### src/rtl/ti_share_round_ctrl_if.sv
`default_nettype none
// ---------------------------------------------------------------------------
// ti_share_round_ctrl_if
// Handshake and coordinate-function bus of the two-share TI S-box sequencer.
// Revision: 1.0
// ---------------------------------------------------------------------------
interface ti_share_round_ctrl_if;
    logic       in_valid;
    logic       in_ready;
    logic [3:0] in_data;
    logic [3:0] in_rand;
    logic [7:0] cf_in;
    logic       cf_round;
    logic [7:0] cf_out;
    logic       out_valid;
    logic       out_ready;
    logic [3:0] out_data;
    logic       busy;

    modport slave (
        input  in_valid, in_data, in_rand, cf_out, out_ready,
        output in_ready, cf_in, cf_round, out_valid, out_data, busy
    );

    modport master (
        output in_valid, in_data, in_rand, cf_out, out_ready,
        input  in_ready, cf_in, cf_round, out_valid, out_data, busy
    );
endinterface
`default_nettype wire

### src/rtl/ti_share_round_ctrl.sv
`default_nettype none
// ---------------------------------------------------------------------------
// ti_share_round_ctrl
// Masks a nibble into two shares, sequences two registered TI rounds through
// an external coordinate-function bank and recombines the result.
// Revision: 1.0
// ---------------------------------------------------------------------------
module ti_share_round_ctrl #(
    parameter int SETTLE = 1
) (
    input  logic                    clk,
    input  logic                    rst_n,
    ti_share_round_ctrl_if.slave    bus
);

    localparam logic [3:0] c_cnt_last = 4'(SETTLE - 1);

    typedef enum logic [1:0] {
        S_IDLE = 2'd0,
        S_EVAL = 2'd1,
        S_OUT  = 2'd2
    } state_t;

    state_t     r_state;
    logic [7:0] r_share;
    logic       r_round;
    logic [3:0] r_cnt;
    logic       r_in_ready;
    logic       r_out_valid;
    logic [3:0] r_out_data;
    logic       r_busy;

    // Every output is a flop so the S-box logic only ever sees glitch-free shares.
    assign bus.cf_in     = r_share;
    assign bus.cf_round  = r_round;
    assign bus.in_ready  = r_in_ready;
    assign bus.out_valid = r_out_valid;
    assign bus.out_data  = r_out_data;
    assign bus.busy      = r_busy;

    always_ff @(posedge clk or negedge rst_n) begin
        if (!rst_n) begin
            r_state     <= S_IDLE;
            r_share     <= 8'h00;
            r_round     <= 1'b0;
            r_cnt       <= 4'd0;
            r_in_ready  <= 1'b1;
            r_out_valid <= 1'b0;
            r_out_data  <= 4'h0;
            r_busy      <= 1'b0;
        end else begin
            case (r_state)
                S_IDLE: begin
                    if (bus.in_valid) begin
                        r_share    <= {bus.in_rand, bus.in_data ^ bus.in_rand};
                        r_round    <= 1'b0;
                        r_cnt      <= 4'd0;
                        r_in_ready <= 1'b0;
                        r_busy     <= 1'b1;
                        r_state    <= S_EVAL;
                    end
                end

                S_EVAL: begin
                    if (r_cnt == c_cnt_last) begin
                        r_share <= bus.cf_out;
                        r_cnt   <= 4'd0;
                        if (!r_round) begin
                            r_round <= 1'b1;
                        end else begin
                            // Result is latched once; shares stay masked in r_share.
                            r_out_valid <= 1'b1;
                            r_out_data  <= bus.cf_out[3:0] ^ bus.cf_out[7:4];
                            r_state     <= S_OUT;
                        end
                    end else begin
                        r_cnt <= r_cnt + 4'd1;
                    end
                end

                S_OUT: begin
                    if (bus.out_ready) begin
                        r_share     <= 8'h00;
                        r_round     <= 1'b0;
                        r_out_valid <= 1'b0;
                        r_out_data  <= 4'h0;
                        r_in_ready  <= 1'b1;
                        r_busy      <= 1'b0;
                        r_state     <= S_IDLE;
                    end
                end

                default: begin
                    r_state     <= S_IDLE;
                    r_share     <= 8'h00;
                    r_round     <= 1'b0;
                    r_cnt       <= 4'd0;
                    r_in_ready  <= 1'b1;
                    r_out_valid <= 1'b0;
                    r_out_data  <= 4'h0;
                    r_busy      <= 1'b0;
                end
            endcase
        end
    end

endmodule
`default_nettype wire
### src/flat_wrapper.sv
// flat-port wrapper written by rule: the top's interface ports become plain ports
module ti_share_round_ctrl_flat 
#(
    parameter int SETTLE = 1
)
  (clk, rst_n, bus_in_valid, bus_in_data, bus_in_rand, bus_cf_out, bus_out_ready, bus_in_ready, bus_cf_in, bus_cf_round, bus_out_valid, bus_out_data, bus_busy);
  ti_share_round_ctrl_if bus_i ();
  input  logic clk;
  input  logic rst_n;
  input wire logic [$bits(bus_i.in_valid)-1:0] bus_in_valid;
  input wire logic [$bits(bus_i.in_data)-1:0] bus_in_data;
  input wire logic [$bits(bus_i.in_rand)-1:0] bus_in_rand;
  input wire logic [$bits(bus_i.cf_out)-1:0] bus_cf_out;
  input wire logic [$bits(bus_i.out_ready)-1:0] bus_out_ready;
  output wire logic [$bits(bus_i.in_ready)-1:0] bus_in_ready;
  output wire logic [$bits(bus_i.cf_in)-1:0] bus_cf_in;
  output wire logic [$bits(bus_i.cf_round)-1:0] bus_cf_round;
  output wire logic [$bits(bus_i.out_valid)-1:0] bus_out_valid;
  output wire logic [$bits(bus_i.out_data)-1:0] bus_out_data;
  output wire logic [$bits(bus_i.busy)-1:0] bus_busy;
  assign bus_i.in_valid = bus_in_valid;
  assign bus_i.in_data = bus_in_data;
  assign bus_i.in_rand = bus_in_rand;
  assign bus_i.cf_out = bus_cf_out;
  assign bus_i.out_ready = bus_out_ready;
  assign bus_in_ready = bus_i.in_ready;
  assign bus_cf_in = bus_i.cf_in;
  assign bus_cf_round = bus_i.cf_round;
  assign bus_out_valid = bus_i.out_valid;
  assign bus_out_data = bus_i.out_data;
  assign bus_busy = bus_i.busy;
  ti_share_round_ctrl #(.SETTLE(SETTLE)) u_core (.clk(clk), .rst_n(rst_n), .bus(bus_i));
endmodule
### config.mk
export PLATFORM = sky130hd
export DESIGN_NAME = ti_share_round_ctrl_flat
export DESIGN_NICKNAME = d
export VERILOG_FILES = /design/src/rtl/ti_share_round_ctrl_if.sv /design/src/rtl/ti_share_round_ctrl.sv /design/src/flat_wrapper.sv
export SDC_FILE = /design/constraint.sdc
export NUM_CORES = 1
export LEC_CHECK = 0
export BUFFER_PORTS_ARGS = -buffer_cell sky130_fd_sc_hd__buf_2
export CAP_MARGIN = 20
export CELL_PAD_IN_SITES_DETAIL_PLACEMENT = 1
export CELL_PAD_IN_SITES_GLOBAL_PLACEMENT = 2
export CORE_MARGIN = 2
export CORE_UTILIZATION = 30
export DETAILED_ROUTE_END_ITERATION = 8
export GPL_TIMING_DRIVEN = 0
export MAX_ROUTING_LAYER = met4
export PLACE_DENSITY = 0.75
export SLEW_MARGIN = 30
export SYNTH_ARGS = -nofsm -noshare
export SYNTH_HDL_FRONTEND = slang
export SYNTH_SLANG_ARGS = --single-unit
### constraint.sdc
create_clock -name clk -period 4.94 [get_ports clk]
set_input_delay 0.247 -clock clk [delete_from_list [all_inputs] [get_ports clk]]
set_output_delay 0.247 -clock clk [all_outputs]
set_load 0.005 [all_outputs]
Yosys cells after proc, flatten, opt, wreduce, memory -nomap -nowiden
Cells that the tools add are included.
{ "op_classes": {"add_sub_neg": 1, "muxes": 27, "n_reduce_logical": 7, "n_bitwise": 5, "n_eq_ne": 6} }
{ "op_table": {"columns": ["cell", "count"], "rows": [
  ["2-to-1 mux 8 bit", 3],
  ["case mux 4 bit (3 select lines)", 2],
  ["case mux 8 bit (3 select lines)", 1],
  ["2-to-1 mux 4 bit", 5],
  ["case mux 1 bit (3 select lines)", 4],
  ["2-to-1 mux 2 bit", 4],
  ["AND reduction 4 bit", 2],
  ["bitwise XOR 4 bit", 2],
  ["2-to-1 mux 1 bit", 7],
  ["case mux 2 bit (3 select lines)", 1],
  ["AND reduction 3 bit", 2],
  ["adder 4 x 1 -> 4 bit, second input constant", 1],
  ["zero test 4 bit", 1],
  ["inequality test 2 x 1 -> 1 bit, second input constant", 2],
  ["inequality test 2 bit, second input constant", 2],
  ["NOT 1 bit", 3],
  ["== test 2 x 1 -> 1 bit, second input constant", 1],
  ["== test 2 bit, second input constant", 1],
  ["zero test 2 bit", 1],
  ["AND reduction 2 bit", 1]
]} }
{ "totals": {"ff_bits": 22, "wordCells": 54, "output_inout_bits": 16} }

Logic depth before layout (Yosys ltp)
Gate-level depths: netlist of the first run.
{ "logic_depth": {"depth_word": 4, "ltp_mapped": 6, "ltp_nobuf": 5} }

Worst setup path before layout of the first run
OpenSTA, ideal clock, no wires.
{ "synth_path": {"path_kind": "register -> register", "start": "reg u_core.r_cnt[0]", "end": "reg u_core.r_share[0], in the netlist u_core.bus.cf_in[0]", "slack_ns": 3.121, "n_path_buf": 1, "arrival_time_ns": 1.695, "synth_period_minus_slack_ns": 1.819, "required_time_ns": 4.815, "setup_time_ns": 0.125, "path_stages_with_launch": 7, "path_cell_list": "dfrtp_1 > inv_1 > ha_1 > or3b_1 > buf_2 > a32oi_4 > mux2_2"} }
{ "synth_via": {"elab_chain_len": 3} }
{ "synth_lines": {"columns": ["element", "line_no", "source"], "rows": [
  ["start: declaration", "ti_share_round_ctrl.sv:27", "logic [3:0] r_cnt;"],
  ["start signal: assignment", "ti_share_round_ctrl.sv:77", "r_cnt <= r_cnt + 4'd1;"],
  ["zero test 4 bit", "ti_share_round_ctrl.sv:65", "if (r_cnt == c_cnt_last) begin"],
  ["inequality test 2 x 1 -> 1 bit (no source line)", null, null],
  ["AND reduction 3 bit (no source line)", null, null],
  ["end signal: assignment", "ti_share_round_ctrl.sv:55", "r_share <= {bus.in_rand, bus.in_data ^ bus.in_rand};"],
  ["end signal: assignment", "ti_share_round_ctrl.sv:66", "r_share <= bus.cf_out;"],
  ["end: declaration", "ti_share_round_ctrl.sv:25", "logic [7:0] r_share;"]
]} }
No other way between the ends.
A chain may end at the register's enable or synchronous reset.

Final worst setup path of the first run
{ "layout_path": {"start": "reg u_core.r_cnt[0]", "end": "reg u_core.r_share[3], in the netlist u_core.bus.cf_in[3]"} }
The elaborated chain is that of the path after synthesis.

==> run_results.csv, run 1 <==
group,metric,value,unit
yosys,synth_compound_area_frac,0.162,
sta,tns,0,ns
hold_path,min_path_cells,3,
yosys,synth_edf_count,0,
yosys,syn-cell-area,1170,um2
global_route,antenna_found_initial,0,
yosys,synth_xor_area_frac,0.0673,
sta,relSlewSlack,0.639,
clock_network,cts_tree,"yes",
yosys,syn_nets,128,
yosys,ys_ff_latch,22,
yosys,synth_area_leaders,"dfrtp_1 (45%), mux2_2 (7.7%), a22o_1 (3.7%), nor2b_1 (3.7%), xor2_1 (3.7%)",
cells_and_area,drive_above_1_share,0.363,
yosys,yosys_warnings,0,
detailed_routing,drtIter0Drc,7,
detailed_routing,dr.pass1.iters,4,
floorplan,core.rowCount,22,
global_route,overflow,0,
sta,rsz0062_at_grt,"no",
yosys,synth_simple_gate_area_share,0.127,
detailed_routing,routed_via_density,4.84,
floorplan,die_h,66.5,um
hold_path,worstHoldStart,"bus_out_ready",
clock_network,numClockSinks,22,
clock_network,cts_root_buf,"clkbuf_8",
cells_and_area,diodes,0,
sta,min_period_over_period,0.409,
yosys,synthArstFlopShare,1.00,
yosys,synth_top_area_frac,0.449,
clock_network,clockBufferDepth,2,
yosys,ys_seq_area_frac,0.471,
worst_setup_path,ff2ff_path_depth,6,
power,vdd_ir_drop_max,0.212,mV
worst_setup_path,r2r-start,"u_core.r_cnt[0]$_DFFE_PN0P_",
clock_network,cts_buffers,3,
detailed_routing,drc_errors,0,
cells_and_area,mostFrequentLayoutCells,"buf_2 (36), dfrtp_1 (21), mux2_2 (8), nor2b_1 (7), nor2_1 (7)",
worst_setup_path,arrival,2.18,ns
hold_path,hold_path.class,"in -> reg",
sta,finalClockSkew,0.00371,ns
yosys,synth_adder_area_share,0.0214,
placed_design,place.gp.congestion,0.695,
worst_setup_path,timing.rr.end,"u_core.bus.cf_in[3]$_DFFE_PN0P_",
global_route,grt_max_degree,23,
hold_path,min_to,"u_core.r_state[1]$_DFFE_PN0P_",
sta,max_freq,495,MHz
detailed_routing,wl_per_cell,15.3,um
cells_and_area,layout_commonest_cell,"buf_2",
floorplan,core,3720,um2
floorplan,io_pins,36,
yosys,synth_cells,106,
sta,layout_setup_ws,2.92,ns
sta,drv_slew,0,
placed_design,place_ws,2.91,ns
worst_setup_path,setup.worst_path.start,"u_core.r_cnt[0]$_DFFE_PN0P_",
clock_network,clk_pin_slew_worst_paths,0.08,ns
clock_network,clock_latency,0.27,ns
worst_setup_path,startpoint_type,"register",
sta,min_period,2.02,ns
status,status,"complete, no violations",
global_route,grt_pass1_wl,5060,um
cells_and_area,nets,169,
clock_network,post_cts_buffers,0,
floorplan,floorplan.initialDensity,0.315,
yosys,synth_area_leader_cell,"dfrtp_1",
sta,tightest_slew,0.541,ns
power,power.leakage,0.699,nW
cells_and_area,utilization,0.393,
worst_setup_path,cp_max_fo,8,
detailed_routing,vias,938,
worst_setup_path,end_kind,"register",
job,max-cap-violations,0,
cells_and_area,fillers,455,
detailed_routing,totalWireLength,2960,um
global_route,track_usage,0.158,
yosys,synthFlopType,"dfrtp_1",
worst_setup_path,crit_type,"reg -> reg",
floorplan,fp.dieW,66.5,um
yosys,synth_top_family_by_area,"compound AO/OA/AOI/OAI gates",
sta,final_hold_viol_count,0,
global_route,grt_pass1_vias,1036,
yosys,synthMuxAreaShare,0.111,
floorplan,die-area,4420,um2
worst_setup_path,cp_data_required_time,5.10,ns
yosys,synth.avg_cell_area,11.0,um2
worst_setup_path,r2r_slack,2.92,ns
yosys,synth_cell_types,32,
clock_network,htree_levels,1,
detailed_routing,drt.antenna.violating_nets,0,
placed_design,io_buffers,35,
placed_design,hpwl,2260,um
cells_and_area,syn2layout_area_growth,24.8,%
sta,setup_viol,0,
power,p_per_area,576,nW/um2
==> metrics by stage <==
step                power [mW]  hold slack, ns  instance area (um2)  std cells
floorplan                0.580         -0.0486                 1170        106
global placement         0.717           0.251                 1410        189
detailed placement       0.734           0.253                 1410        189
CTS                      0.859           0.308                 1460        194
global route             0.919           0.339                 1460        194
finish                   0.842           0.317                 1460        194
==> where the power goes <==
group,internal (mW),switching [mW]
registers,0.258,0.0444
clock network,0.0577,0.0624
logic,0.207,0.213
==> synth_stat cells (2+ instances only) <==
master     count
o2bb2ai_1      2
ha_1           2
xor2_1         5
nor2_1         7
clkbuf_1       4
nor2b_1        7
xnor2_1        4
nand3_1        4
mux2i_1        4
mux2_2         8
dfrtp_1       21
a211oi_1       4
nand2_1        3
a22o_1         5
o21ai_0        5
inv_1          5
==> kinds of logic (layout without fill, tap and decap cells) <==
| group | Yosys count | in the layout |
|---|---|---|
| simple gates | 27 | 27 |
| buf+inv | 11 | 51 |
| compound gates | 23 | 23 |
| flops | 22 | 22 |
| xor+xnor | 9 | 9 |
| mux | 12 | 12 |
| fa+ha+maj | 2 | 2 |
==> state kept, by name (all words and copies together) (netlist names) <==
| signal | flops |
|---|---|
| u_core.bus.out_data | 4 |
| u_core.bus.cf_round | 1 |
| u_core.r_cnt | 4 |
| u_core.r_state | 2 |
| u_core.bus.out_valid | 1 |
| u_core.bus.in_ready | 1 |
| u_core.bus.cf_in | 8 |
| u_core.bus.busy | 1 |
==> timing repair <==
item                                   CTS  global route
gates resized for setup                  0             0
hold buffers                             1             0
endpoints found under the hold margin   21             0
==> worst max path at each step <==
stage / to / slack, ns
finish: u_core.bus.cf_in[3]$_DFFE_PN0P_ / 2.92
global route: u_core.bus.cf_in[3]$_DFFE_PN0P_ / 2.78
CTS: u_core.bus.cf_in[3]$_DFFE_PN0P_ / 2.89
detailed placement: u_core.bus.cf_in[2]$_DFFE_PN0P_ / 2.91
global placement: u_core.bus.cf_in[1]$_DFFE_PN0P_ / 2.94
floorplan: u_core.bus.cf_in[0]$_DFFE_PN0P_ / 3.12
==> worst max-delay path, cell delays in order (launching register included) <==
cell and delay, ns:
dfrtp_1 0.42, inv_1 0.08, ha_1 0.16, or3b_1 0.34, buf_2 0.17, a32oi_4 0.35
mux2_2 0.39
==> routing by layer <==
layer  global-route usage  part of all wire
met5                    -                 0
met4               0.0561             0.021
met3               0.0203             0.039
met2                0.264              0.51
met1                0.196              0.43
==> final cells by class <==
class	instances	area [um2]	area share
Multi-Input combinational cell	73	573	0.392
Timing Repair Buffer	36	185	0.127
Inverter	5	18.8	0.0128
Clock buffer	4	45.0	0.0308
Sequential cell	22	552	0.378
Tap cell	48	60.1	0.0411
Buffer	6	27.5	0.0188
No activity file was read; power rests on OpenSTA's default activity.
==> run 2, diff against run 1 <==
- ABC_AREA: not set -> 1
- CORE_UTILIZATION: 30 -> 27
- PLACE_DENSITY: 0.75 -> 0.76
- clock period: 4.94 -> 2 ns (I/O delays scaled with it)
==> run 2 against run 1 <==
Net effect:
- die area rose by 12%
- sequential share of layout area is 0.88 points lower
- register-to-register slack worse by 2.4 ns
- hold slack lost 0.20 ns
- critical path type unchanged
- critical endpoint is now u_core.bus.cf_in[6]$_DFFE_PN0P_
- highest routed layer unchanged
==> run_results.csv, run 2 <==
group,metric,value,unit
status,status,"complete, no violations",
sta,finalClockSkew,0.00295,ns
sta,relSlewSlack,0.668,
sta,tns,0,ns
placed_design,io_buffers,35,
yosys,synthArstFlopShare,1.00,
yosys,synth_edf_count,0,
worst_setup_path,cp_data_required_time,2.15,ns
yosys,syn-cell-area,1190,um2
yosys,synth_area_leaders,"dfrtp_1 (44%), nand2_1 (22%), nand3_1 (8.4%), inv_1 (5.7%), xor2_1 (2.9%)",
sta,rsz0062_at_grt,"no",
yosys,synth_cells,159,
sta,final_hold_viol_count,0,
sta,drv_slew,0,
clock_network,htree_levels,1,
global_route,overflow,0,
detailed_routing,drtIter0Drc,30,
floorplan,io_pins,36,
clock_network,clockBufferDepth,2,
cells_and_area,mostFrequentLayoutCells,"nand2_1 (71), buf_2 (36), dfrtp_1 (21), nand3_1 (20), inv_1 (18)",
worst_setup_path,cp_max_fo,9,
floorplan,die-area,4960,um2
yosys,synth_commonest_cells,"nand2_1 (71), dfrtp_1 (21), nand3_1 (20), inv_1 (18), nor2_1 (6)",
clock_network,clock_latency,0.26,ns
yosys,synth_cell_types,19,
power,vdd_ir_drop_max,0.353,mV
yosys,yosys_warnings,0,
yosys,synth_top_area_frac,0.441,
clock_network,cts_buffers,3,
sta,max_freq,674,MHz
cells_and_area,nets,222,
cells_and_area,layout_commonest_cell,"nand2_1",
power,power.leakage,0.876,nW
yosys,synthFlopType,"dfrtp_1",
yosys,synth.avg_cell_area,7.49,um2
worst_setup_path,crit_type,"reg -> reg",
floorplan,floorplan.initialDensity,0.277,
cells_and_area,diodes,0,
clock_network,clk_pin_slew_worst_paths,0.08,ns
cells_and_area,largest_reg_flops,8,
global_route,track_usage,0.146,
worst_setup_path,startpoint_type,"register",
global_route,grt_pass1_wl,5550,um
detailed_routing,drt.antenna.violating_nets,0,
power,p_per_area,1390,nW/um2
floorplan,core.rowCount,24,
yosys,ys_ff_latch,22,
placed_design,place.gp.congestion,0.756,
hold_path,min_path_cells,3,
sta,min_period,1.48,ns
cells_and_area,syn2layout_area_growth,25.6,%
global_route,grt_pass1_vias,1239,
worst_setup_path,ff2ff_path_depth,7,
global_route,antenna_found_initial,0,
hold_path,hold_path.class,"in -> reg",
detailed_routing,vias,1123,
cells_and_area,drive_above_1_share,0.246,
worst_setup_path,end_kind,"register",
clock_network,cts_root_buf,"clkbuf_8",
clock_network,cts_tree,"yes",
yosys,syn_nets,181,
global_route,grt_max_degree,23,
floorplan,core,4290,um2
yosys,synth_area_leader_cell,"dfrtp_1",
detailed_routing,drc_errors,0,
yosys,ys_seq_area_frac,0.463,
power,finalPower,2.08,mW
detailed_routing,wl_per_cell,12.7,um
clock_network,cts.repair.resized,0,
detailed_routing,totalWireLength,3180,um
clock_network,numClockSinks,22,
detailed_routing,dr.pass1.iters,4,
cells_and_area,utilization,0.348,
yosys,synth.most_common_cell,"nand2_1",
clock_network,post_cts_buffers,0,
detailed_routing,routed_via_density,4.47,
job,max-cap-violations,0,
sta,tightest_slew,0.498,ns
placed_design,hpwl,2570,um
floorplan,fp.dieW,70.4,um
sta,min_period_over_period,0.742,
floorplan,die_h,70.4,um
worst_setup_path,arrival,1.64,ns
sta,setup_viol,0,
## run 2: changes by cell type after synthesis, moves of 5 or more
cell | before | now
nand2_1 | 3 | 71
nand3_1 | 4 | 20
inv_1 | 5 | 18
mux2_2 | 8 | 0
nor2b_1 | 7 | 0
a22o_1 | 5 | 0
## run 2: per-stage QoR
step	worst slack, ns	std cells	hold slack, ns	instance area (um2)
floorplan	0.755	159	-0.196	1190
detailed placement	0.462	246	0.0989	1430
global placement	0.538	246	0.0933	1430
global route	0.328	251	0.125	1500
finish	0.515	251	0.120	1500
CTS	0.448	251	0.112	1500
## run 2: cells by family (layout without fill, tap and decap cells)
group           after synthesis  count (layout)  share of synthesized area
simple gates                102             102                      0.363
flops                        22              22                      0.463
buf+inv                      21              61                     0.0767
compound gates                7               7                     0.0389
xor+xnor                      5               5                     0.0368
fa+ha+maj                     2               2                     0.0210
## run 2: cell type report
cell class,instances,area [um2]
buffer,3,23.8
clock buffer,4,55.1
fill,555,2800
inverter,18,67.6
multi-input combinational,116,548
sequential,22,552
tap,52,65.1
timing repair buffer,36,185
## run 2: critical path, stage by stage, from the launching register on
cell	delay, ns
dfrtp_1	0.43
inv_1	0.07
ha_1	0.14
nand2_1	0.13
nand2_1	0.22
nand3_2	0.22
nand2_1	0.12
nand2_1	0.06
## run 2: routing by layer
| layer | share of wire | vias up | GRT usage |
|---|---|---|---|
| met5 | 0 | - | - |
| met3 | 0.036 | 2 | 0.0231 |
| met1 | 0.42 | 532 | 0.162 |
| met4 | 0.0066 | 0 | 0.0385 |
| li1 | - | 567 | - |
| met2 | 0.54 | 22 | 0.270 |
## run 2: power breakdown
part	internal, mW	switching (mW)	total, mW
sequential	0.633	0.123	0.756
combinational	0.383	0.624	1.01
clock	0.175	0.141	0.316
## run 2: timing repair
action                                 in CTS  in global routing
hold buffers                                1                  0
endpoints found under the hold margin      21                  0
setup endpoints to repair                   0                  0
## run 2: final timing paths
path	start	to	slack (ns)
min in group asynchronous	rst_n	u_core.r_cnt[2]$_DFFE_PN0P_	0.34
hold / removal	bus_in_valid	u_core.bus.busy$_DFFE_PN0P_	0.12
setup reg to reg	u_core.r_cnt[0]$_DFFE_PN0P_	u_core.bus.cf_in[6]$_DFFE_PN0P_	0.52
max in group asynchronous	rst_n	u_core.bus.in_ready$_DFFE_PN1P_	1.31
setup / recovery	u_core.r_cnt[0]$_DFFE_PN0P_	u_core.bus.cf_in[6]$_DFFE_PN0P_	0.52
hold reg to reg	u_core.bus.out_data[2]$_DFFE_PN0P_	u_core.bus.out_data[2]$_DFFE_PN0P_	0.47
==> run 3, diff against run 2 <==
- ABC_AREA: 1 -> 0
- CORE_UTILIZATION: 27 -> 28
- PLACE_DENSITY: 0.76 -> 0.73
- clock period: 2 -> 1.23 ns (I/O delays scaled with it)
==> run 3 against run 2 <==
Net effect:
- the run now ends with negative setup slack left
- flip-flop and latch count unchanged
- worst setup slack got worse by 1.1 ns
- sequential share of layout area decreased by 3.2 points
- critical endpoint unchanged
- largest cell class is now multi-input combinational cells
- highest routed layer unchanged
==> run_results.csv, run 3 (synthesis results as in run 1) <==
group,metric,value,unit
status,status,"finished, violations left",
status,failed_checks,"negative setup slack",
floorplan,die_h,68.7,um
worst_setup_path,startpoint_type,"register",
sta,tightest_slew,0.530,ns
detailed_routing,drtIter0Drc,18,
placed_design,hpwl,2210,um
placed_design,io_buffers,35,
sta,finalClockSkew,0.00247,ns
cells_and_area,layout_commonest_cell,"buf_2",
cells_and_area,largest_reg_flops,8,
detailed_routing,drc_errors,0,
worst_setup_path,ff2ff_path_depth,6,
floorplan,core,4000,um2
sta,drv_slew,0,
floorplan,fp.dieW,68.7,um
cells_and_area,stdcell_count,202,
worst_setup_path,cp_max_fo,5,
placed_design,place.gp.congestion,0.797,
floorplan,io_pins,36,
worst_setup_path,cp_data_required_time,1.39,ns
power,vdd_ir_drop_max,0.766,mV
cells_and_area,drive_above_1_share,0.487,
sta,max_freq,552,MHz
power,finalPower,4.06,mW
clock_network,clockBufferDepth,2,
detailed_routing,totalWireLength,3210,um
global_route,overflow,0,
clock_network,cts_buffers,3,
detailed_routing,dr.pass1.iters,4,
sta,relSlewSlack,0.646,
global_route,antenna_found_initial,0,
power,power.leakage,0.809,nW
sta,min_period_over_period,1.47,
clock_network,clk_pin_slew_worst_paths,0.09,ns
sta,rsz0062_at_grt,"yes",
sta,final_hold_viol_count,0,
clock_network,clock_latency,0.27,ns
global_route,track_usage,0.157,
clock_network,cts_tree,"yes",
worst_setup_path,crit_type,"reg -> reg",
placed_design,place_ws,-0.819,ns
clock_network,cts_root_buf,"clkbuf_8",
job,max-cap-violations,0,
sta,setup_viol,18,
hold_path,min_path_cells,3,
cells_and_area,utilization,0.410,
global_route,grt_max_degree,23,
detailed_routing,vias,973,
cells_and_area,diodes,0,
power,p_per_area,2480,nW/um2
floorplan,core.rowCount,23,
worst_setup_path,arrival,1.97,ns
detailed_routing,routed_via_density,4.82,
floorplan,floorplan.initialDensity,0.293,
detailed_routing,wl_per_cell,15.9,um
cells_and_area,syn2layout_area_growth,40.0,%
sta,min_period,1.81,ns
sta,layout_setup_ws,-0.581,ns
global_route,grt_pass1_vias,1076,
clock_network,numClockSinks,22,
floorplan,die-area,4720,um2
worst_setup_path,end_kind,"register",
global_route,grt_pass1_wl,5260,um
placed_design,placed_cells,191,
cells_and_area,nets,175,
detailed_routing,drt.antenna.violating_nets,0,
worst_setup_path,r2r_slack,-0.58,ns
cells_and_area,mostFrequentLayoutCells,"buf_2 (35), dfrtp_1 (21), mux2_4 (8)",
clock_network,htree_levels,1,
hold_path,hold_path.class,"in -> reg",
[run 3: cell types whose count changed in the layout (fill, tap and decap cells not counted), sizes merged, moves of 4 or more]
cell / change
a22o: +6
a211oi: +4
inv: -13
mux2i: +4
nor2b: +7
nand3: -18
nand2: -68
mux2: +8
buf: +6
[run 3: critical path, cell delays in order, from the launching register on]
cell and delay [ns]:
dfrtp_1 0.38, inv_1 0.07, ha_2 0.17, or3b_4 0.41, a32oi_4 0.20, buf_6 0.17, mux2_4 0.30
[run 3: final timing paths]
kind,startpoint,endpoint
hold / removal,bus_cf_out[0],u_core.bus.out_data[0]$_DFFE_PN0P_
setup / recovery,u_core.r_cnt[0]$_DFFE_PN0P_,u_core.bus.cf_in[6]$_DFFE_PN0P_
min in group asynchronous,rst_n,u_core.bus.cf_round$_DFFE_PN0P_
max in group asynchronous,rst_n,u_core.bus.in_ready$_DFFE_PN1P_
hold reg to reg,u_core.bus.out_valid$_DFFE_PN0P_,u_core.bus.out_valid$_DFFE_PN0P_
setup reg to reg,u_core.r_cnt[0]$_DFFE_PN0P_,u_core.bus.cf_in[6]$_DFFE_PN0P_
[run 3: final cells by class]
class / count / area [um2]
Buffer: 4 / 22.5
Clock buffer: 4 / 55.1
Fill cell: 447 / 2360
Inverter: 5 / 18.8
Multi-Input combinational cell: 73 / 672
Sequential cell: 22 / 552
Tap cell: 50 / 62.6
Timing Repair Buffer: 44 / 256
[run 3: timing repair]
item / 4_1_cts / 5_1_grt
resized for setup: 27 / 7
endpoints found under the hold margin: 21 / 0
hold buffers: 1 / 0
endpoints found under the setup margin: 22 / 21
gates cloned: 0 / 0
buffers inserted: 6 / 2
pin swaps: 9 / 4
[run 3: metrics by stage]
| stage | setup TNS, ns | hold WS, ns | instance area, um2 |
|---|---|---|---|
| finish | -8.49 | 0.149 | 1640 |
| global route | -9.60 | 0.145 | 1640 |
| CTS | -9.91 | 0.144 | 1630 |
| detailed placement | -11.15 | 0.0782 | 1410 |
| global placement | -10.53 | 0.0683 | 1410 |
| floorplan | -7.69 | -0.234 | 1170 |
[run 3: routing by layer]
metal / vias to the layer above / GRT usage / routed length, um
li1: 466 / - / -
met5: - / - / 0
met4: 0 / 0.0575 / 38
met3: 5 / 0.0227 / 125
met1: 474 / 0.198 / 1460
met2: 28 / 0.256 / 1590
[run 3: power breakdown]
part / total [mW] / internal (mW) / switching (mW)
Combinational: 2.30 / 1.27 / 1.03
Clock: 0.543 / 0.286 / 0.257
Sequential: 1.21 / 1.03 / 0.177
